[src/rtl/noc_arb_pkg.sv]
// Shared definitions for the NoC packet arbiter: header TID, header field offsets, FSM states.
package noc_arb_pkg;

  localparam int ROUTING_HEADER = 0;

  typedef enum logic [1:0] {
    IDLE,
    HEAD,
    BODY
  } state_t;

  // Header layout from bit 0 upward: dst_y, dst_x, src_y, src_x, then LEN.
  function automatic int hdr_x_lsb(input int yw);
    return yw;
  endfunction

  function automatic int hdr_len_lsb(input int xw, input int yw);
    return 2 * (xw + yw);
  endfunction

endpackage

[src/rtl/noc_rr_pick.sv]
// Rotating priority pick: first requester at or after ptr, wrapping modulo N.
module noc_rr_pick #(
  parameter int N  = 5,
  parameter int PW = $clog2(N)
) (
  input  logic [N-1:0]  req,
  input  logic [PW-1:0] ptr,
  output logic [PW-1:0] idx,
  output logic          hit
);

  logic [PW:0] cand;

  // Scan from the far end so the candidate closest to ptr wins; wrap by subtraction so N need not be 2^k.
  always_comb begin
    idx  = '0;
    hit  = 1'b0;
    cand = '0;
    for (int k = N - 1; k >= 0; k--) begin
      cand = {1'b0, ptr} + (PW+1)'(k);
      if (cand >= (PW+1)'(N)) cand = cand - (PW+1)'(N);
      if (req[cand[PW-1:0]]) begin
        idx = cand[PW-1:0];
        hit = 1'b1;
      end
    end
  end

endmodule

[src/rtl/noc_pkt_arbiter.sv]
// Packet-locked round-robin arbiter for a NoC router output port.
// Define NOC_ARB_WATCHDOG_EN to add the stall watchdog with forced release.
module noc_pkt_arbiter
  import noc_arb_pkg::*;
#(
  parameter int DATA_WIDTH     = 32,
  parameter int ID_WIDTH       = 4,
  parameter int CHANNEL_NUMBER = 5,
  parameter int MAX_ROUTERS_X  = 4,
  parameter int MAX_ROUTERS_Y  = 4,
  parameter int LEN_WIDTH      = 8,
  parameter int WDOG_CYCLES    = 256
) (
  input  logic                                 clk_i,
  input  logic                                 rst_i,
  input  logic [CHANNEL_NUMBER*DATA_WIDTH-1:0] in_tdata_i,
  input  logic [CHANNEL_NUMBER*ID_WIDTH-1:0]   in_tid_i,
  input  logic [CHANNEL_NUMBER-1:0]            in_tvalid_i,
  output logic [CHANNEL_NUMBER-1:0]            in_tready_o,
  output logic [DATA_WIDTH-1:0]                out_tdata_o,
  output logic [ID_WIDTH-1:0]                  out_tid_o,
  output logic                                 out_tvalid_o,
  input  logic                                 out_tready_i,
  output logic [$clog2(CHANNEL_NUMBER)-1:0]    current_grant_o,
  output logic                                 grant_valid_o,
  output logic [$clog2(MAX_ROUTERS_X)-1:0]     target_x_o,
  output logic [$clog2(MAX_ROUTERS_Y)-1:0]     target_y_o,
  output logic                                 pkt_done_o,
  output logic                                 wdog_err_o
);

  localparam int XW      = $clog2(MAX_ROUTERS_X);
  localparam int YW      = $clog2(MAX_ROUTERS_Y);
  localparam int GW      = $clog2(CHANNEL_NUMBER);
  localparam int X_LSB   = hdr_x_lsb(YW);
  localparam int LEN_LSB = hdr_len_lsb(XW, YW);

  state_t               state, state_nxt;
  logic [GW-1:0]        grant, rr_ptr, pick_idx, grant_inc;
  logic                 pick_hit;
  logic [LEN_WIDTH-1:0] count, hdr_len;
  logic [XW-1:0]        tgt_x, hdr_x;
  logic [YW-1:0]        tgt_y, hdr_y;
  logic                 active, sel_valid, hs, is_hdr, hdr_live;
  logic                 release_pkt, done, wdog_fire;

  noc_rr_pick #(.N(CHANNEL_NUMBER), .PW(GW)) u_pick (
    .req(in_tvalid_i),
    .ptr(rr_ptr),
    .idx(pick_idx),
    .hit(pick_hit)
  );

  assign active = (state != IDLE);

  // Zero-latency crossbar from the locked channel; only that channel sees backpressure.
  always_comb begin
    out_tdata_o = '0;
    out_tid_o   = '0;
    sel_valid   = 1'b0;
    in_tready_o = '0;
    for (int c = 0; c < CHANNEL_NUMBER; c++) begin
      if (grant == GW'(c)) begin
        out_tdata_o = in_tdata_i[c*DATA_WIDTH +: DATA_WIDTH];
        out_tid_o   = in_tid_i[c*ID_WIDTH +: ID_WIDTH];
        sel_valid   = in_tvalid_i[c];
        if (active) in_tready_o[c] = out_tready_i;
      end
    end
  end

  assign out_tvalid_o = active & sel_valid;
  assign hs           = out_tvalid_o & out_tready_i;
  assign is_hdr       = (out_tid_o == ID_WIDTH'(ROUTING_HEADER));
  assign hdr_len      = out_tdata_o[LEN_LSB +: LEN_WIDTH];
  assign hdr_x        = out_tdata_o[X_LSB +: XW];
  assign hdr_y        = out_tdata_o[0 +: YW];
  assign hdr_live     = (state == HEAD) && out_tvalid_o && is_hdr;
  assign grant_inc    = (grant == GW'(CHANNEL_NUMBER - 1)) ? '0 : grant + GW'(1);

  always_comb begin
    state_nxt   = state;
    done        = 1'b0;
    release_pkt = 1'b0;
    case (state)
      IDLE: if (pick_hit) state_nxt = HEAD;
      HEAD: begin
        if (hs) begin
          if (is_hdr && hdr_len != '0) begin
            state_nxt = BODY;
          end else begin
            done        = 1'b1;
            release_pkt = 1'b1;
          end
        end
      end
      BODY: begin
        if (hs && count == LEN_WIDTH'(1)) begin
          done        = 1'b1;
          release_pkt = 1'b1;
        end
      end
      default: state_nxt = IDLE;
    endcase
    if (wdog_fire) release_pkt = 1'b1;
    if (release_pkt) state_nxt = IDLE;
  end

  always_ff @(posedge clk_i) begin
    if (rst_i) begin
      state  <= IDLE;
      grant  <= '0;
      rr_ptr <= '0;
      count  <= '0;
      tgt_x  <= '0;
      tgt_y  <= '0;
    end else begin
      state <= state_nxt;
      if (state == IDLE && pick_hit) grant <= pick_idx;
      if (state == HEAD && hs && is_hdr && hdr_len != '0) begin
        count <= hdr_len;
        tgt_x <= hdr_x;
        tgt_y <= hdr_y;
      end else if (state == BODY && hs) begin
        count <= count - LEN_WIDTH'(1);
      end
      if (release_pkt) rr_ptr <= grant_inc;
    end
  end

`ifdef NOC_ARB_WATCHDOG_EN
  localparam int WW = $clog2(WDOG_CYCLES + 1);
  logic [WW-1:0] stall;
  logic          wdog_err;

  // Fires on the WDOG_CYCLES-th consecutive locked cycle without a handshake.
  assign wdog_fire = active && !hs && (stall == WW'(WDOG_CYCLES - 1));

  always_ff @(posedge clk_i) begin
    if (rst_i) begin
      stall    <= '0;
      wdog_err <= 1'b0;
    end else begin
      if (!active || hs) stall <= '0;
      else               stall <= stall + WW'(1);
      if (wdog_fire) wdog_err <= 1'b1;
    end
  end

  assign wdog_err_o = wdog_err;
`else
  logic [31:0] wdog_unused;
  assign wdog_unused = WDOG_CYCLES;
  assign wdog_fire   = 1'b0;
  assign wdog_err_o  = 1'b0;
`endif

  assign current_grant_o = grant;
  assign grant_valid_o   = active;
  assign pkt_done_o      = done;
  assign target_x_o      = hdr_live ? hdr_x : tgt_x;
  assign target_y_o      = hdr_live ? hdr_y : tgt_y;

endmodule

[config.mk]
export PLATFORM = sky130hd
export DESIGN_NAME = noc_pkt_arbiter
export DESIGN_NICKNAME = d
export VERILOG_FILES = /design/src/rtl/noc_arb_pkg.sv /design/src/rtl/noc_rr_pick.sv /design/src/rtl/noc_pkt_arbiter.sv
export SDC_FILE = /design/constraint.sdc
export NUM_CORES = 1
export LEC_CHECK = 0
export ABC_AREA = 1
export CORE_UTILIZATION = 35
export CTS_CLUSTER_SIZE = 30
export DETAILED_ROUTE_END_ITERATION = 7
export HOLD_SLACK_MARGIN = 0.02
export MAX_ROUTING_LAYER = met4
export PLACE_DENSITY = 0.79
export SYNTH_ARGS = -nofsm -noshare
export SYNTH_HDL_FRONTEND = slang
export SYNTH_HIERARCHICAL = 1
export SYNTH_SLANG_ARGS = --single-unit
[constraint.sdc]
create_clock -name clk_i -period 2.8 [get_ports clk_i]
set_input_delay 0.56 -clock clk_i [delete_from_list [all_inputs] [get_ports clk_i]]
set_output_delay 0.56 -clock clk_i [all_outputs]
set_load 0.02 [all_outputs]
==> metrics.txt <==
count leader, synth nand2_1; Worst Reg-to-Reg Cells 19; CP Max Fanout 6; CTS tree done; post-synthesis sequential area ratio 10.0%; vias in the first global route 5,930; synthesized area 3990 sq um; via/cell ratio 5.22; DRT iter0 DRCs 482; PortBufs 238; hold_sp state[0]; vias 6,307; Post-synth EDFFs 0; largest net degree at the start of global routing 26; P&R area growth vs syn 95.5%; Overflow after GRT 0; Yosys top cell by area nand2_1; total CTS buffers 3; outcome finished with violations; failing checks negative setup slack; final hold vios 0; CP delay by family, top simple AND/OR/NAND/NOR gates; die area 11,800 sq um; hold endpoint state[0]; Pwr Total 8.12 mW; CTS root buffer clkbuf_16; Crit path top cell by count buf_6; WHS Path Cells 2; ANT cells 0; Critical Path Sink Type primary output; Worst IR Drop VDD 0.00100 V; fin cells 1,209; Leakage 3.74 nW; # hold bufs at CTS 0; top-area cell type share of the netlist area 22.6%; die height 109 um; Async S/R FF share, synth 0%; capturing point of the worst reg2reg path tgt_y[0]; die width 109 um; minimum clock period 3030 ps; flops & latches, synth 20; Max Clock Freq 330 MHz; # fillers 924; Hold Path Class reg -> reg; crit-path cells buf_6 -> ha_4 -> inv_4 -> nor2_4 -> buf_6 -> nand2_4 -> o21ai_2 -> nand2_1 -> nand2_1 -> nand2_2 -> nand2_2 -> nor2_2 -> nand2_2 -> nor3_4 -> buf_6 -> buf_6 -> buf_6 -> o21ai_2 -> buf_6; Syn. warnings 6; gp weighted congestion 0.990; core area 11,000 sq um; Setup Crit Path Kind reg -> out; top_reg_cell synth dfxtp_1; reg2reg setup slack 230 ps; row cnt 38; post-synth net total 947; Avg Cell Area, Syn 5.39 sq um; final setup fails 16; Synth cell types 41; # IOs 240; post-route clock skew 4.27 ps; GR Util All Layers 36.2%; slowest CP cell dfxtp_4; Setup WS post-layout -231 ps; Setup crit start kind register; CP required 2240 ps; final wirelength 21.6 mm; Clk Latency, worst-skew pair 260 ps; max-cap violation count 0; Final Cycle Share 108%; Max Slew Vio Count 0; Final ANT Viol Nets 0; max incr delay on CP 360 ps; hpwl dp 17.1 mm; initial antenna violation count 0; Initial Util 36.3%; layout cells sized above 1 25.7%; clk sinks 20; fin nets 1,278; Inst Count DP 1,176; global-route wire length before repair 31.5 mm; Critical R2R Launch current_grant_o[0]; CTS H-tree lvls 1; DRC viols 0; top area cells in the synthesized netlist nand2_1, nor2_1, dfxtp_1; Cell Pwr Density 1040 nW/um^2; TritonRoute pass-1 iters 5; Avg WL per Cell 17.9 um; RSZ-0062 raised after global routing yes; worst path bufs/invs 7; clock slew at reported path FFs 60 ps; top cells by count, synth nand2_1, nor2_1, inv_1; Synth Instances 739; Max Root-Sink Buffers 2; Critical Path AT 2470 ps
-- state kept, by name (all words and copies together), names as in the netlist --
signal,flops
count,8
current_grant_o,3
rr_ptr,3
state,2
tgt_x,2
tgt_y,2
-- kinds of logic after synthesis --
family | after synthesis | share of synthesized area [%]
AOI/OAI and AO/OA | 128 | 22.9
xor gates and xnor gates | 8 | 2.13
adders and majority gates | 20 | 6.47
buffers and inverters | 134 | 13.8
DFF | 20 | 10.0
other | 1 | 0.0941
and+or+nand+nor | 428 | 44.6
-- where the power goes --
group,switching (mW),total [mW],internal (mW)
Sequential,0.0461,0.387,0.340
Clock,0.126,0.375,0.249
Combinational,4.02,7.36,3.34
Total,4.19,8.12,3.93
-- layout make-up --
class / count / area, sq um / area share, %
timing repair buffer: 360 / 3370 / 43.2
inverter: 100 / 383 / 4.91
multi-input combinational: 585 / 3350 / 43.0
sequential: 20 / 418 / 5.36
tap: 140 / 175 / 2.25
clock buffer: 4 / 100 / 1.28
-- worst min-delay path, stage by stage, from the launching register on --
cell and delay [ps]:
dfxtp_1 320, nand2_1 60, a21oi_1 50
-- how the worst max path moves through the flow --
stage	to	startpoint	depth (start not counted)
2_1_floorplan	target_x_o[0]	current_grant_o[0]	14
3_3_place_gp	target_x_o[0]	in_tid_i[0]	13
3_5_place_dp	target_x_o[1]	in_tid_i[0]	13
4_1_cts	target_x_o[0]	current_grant_o[0]	18
5_1_grt	pkt_done_o	current_grant_o[0]	20
6_report	target_y_o[0]	current_grant_o[0]	19
-- through the flow --
stage / hold slack [ps] / setup WS, ps / TNS, ps / utilization (%) / area [sq um]
CTS: 479 / -190 / -793 / 68.6 / 7530
global route: 495 / -370 / -3190 / 71.0 / 7790
detailed placement: 470 / -544 / -6860 / 65.4 / 7180
finish: 479 / -231 / -1680 / 71.0 / 7790
global placement: 467 / -517 / -6370 / 65.4 / 7180
floorplan: 453 / 8.32 / 0 / - / 4030
-- placed cells by master (no fill, tap or decap), types with 4 or more instances in the layout --
cell type / n
inv_1: 78
clkbuf_2: 11
clkinv_1: 7
buf_4: 107
buf_2: 6
a221o_1: 20
dfxtp_4: 4
a31oi_1: 19
nand2_2: 30
dlygate4sd2_1: 5
nand2_1: 213
o21ai_1: 13
o21ai_0: 7
xor2_1: 4
nor2_2: 8
ha_1: 12
nand2_4: 5
a211oi_2: 4
a21oi_1: 11
a21oi_2: 8
nand3_1: 49
ha_4: 5
nor2_1: 101
clkdlybuf4s50_1: 195
o21ai_2: 7
clkbuf_16: 4
nand4_1: 9
o211ai_1: 26
inv_2: 12
dfxtp_1: 14
buf_12: 7
buf_6: 27
-- timing repair --
item | 4_1_cts | 5_1_grt
buffers inserted | 15 | 15
pin swaps | 15 | 33
setup endpoints to repair | 41 | 40
gates resized for setup | 153 | 104
cloned | 1 | 0
-- per-layer routing --
layer | global-route usage (%) | wire, um | up-vias
met1 | 41.2 | 8150 | 2842
met4 | 15.4 | 1040 | 0
met3 | 5.86 | 1930 | 69
met5 | - | 0 | -
met2 | 62.7 | 10500 | 324
li1 | - | - | 3072
Power figures use the tool's default switching activity.
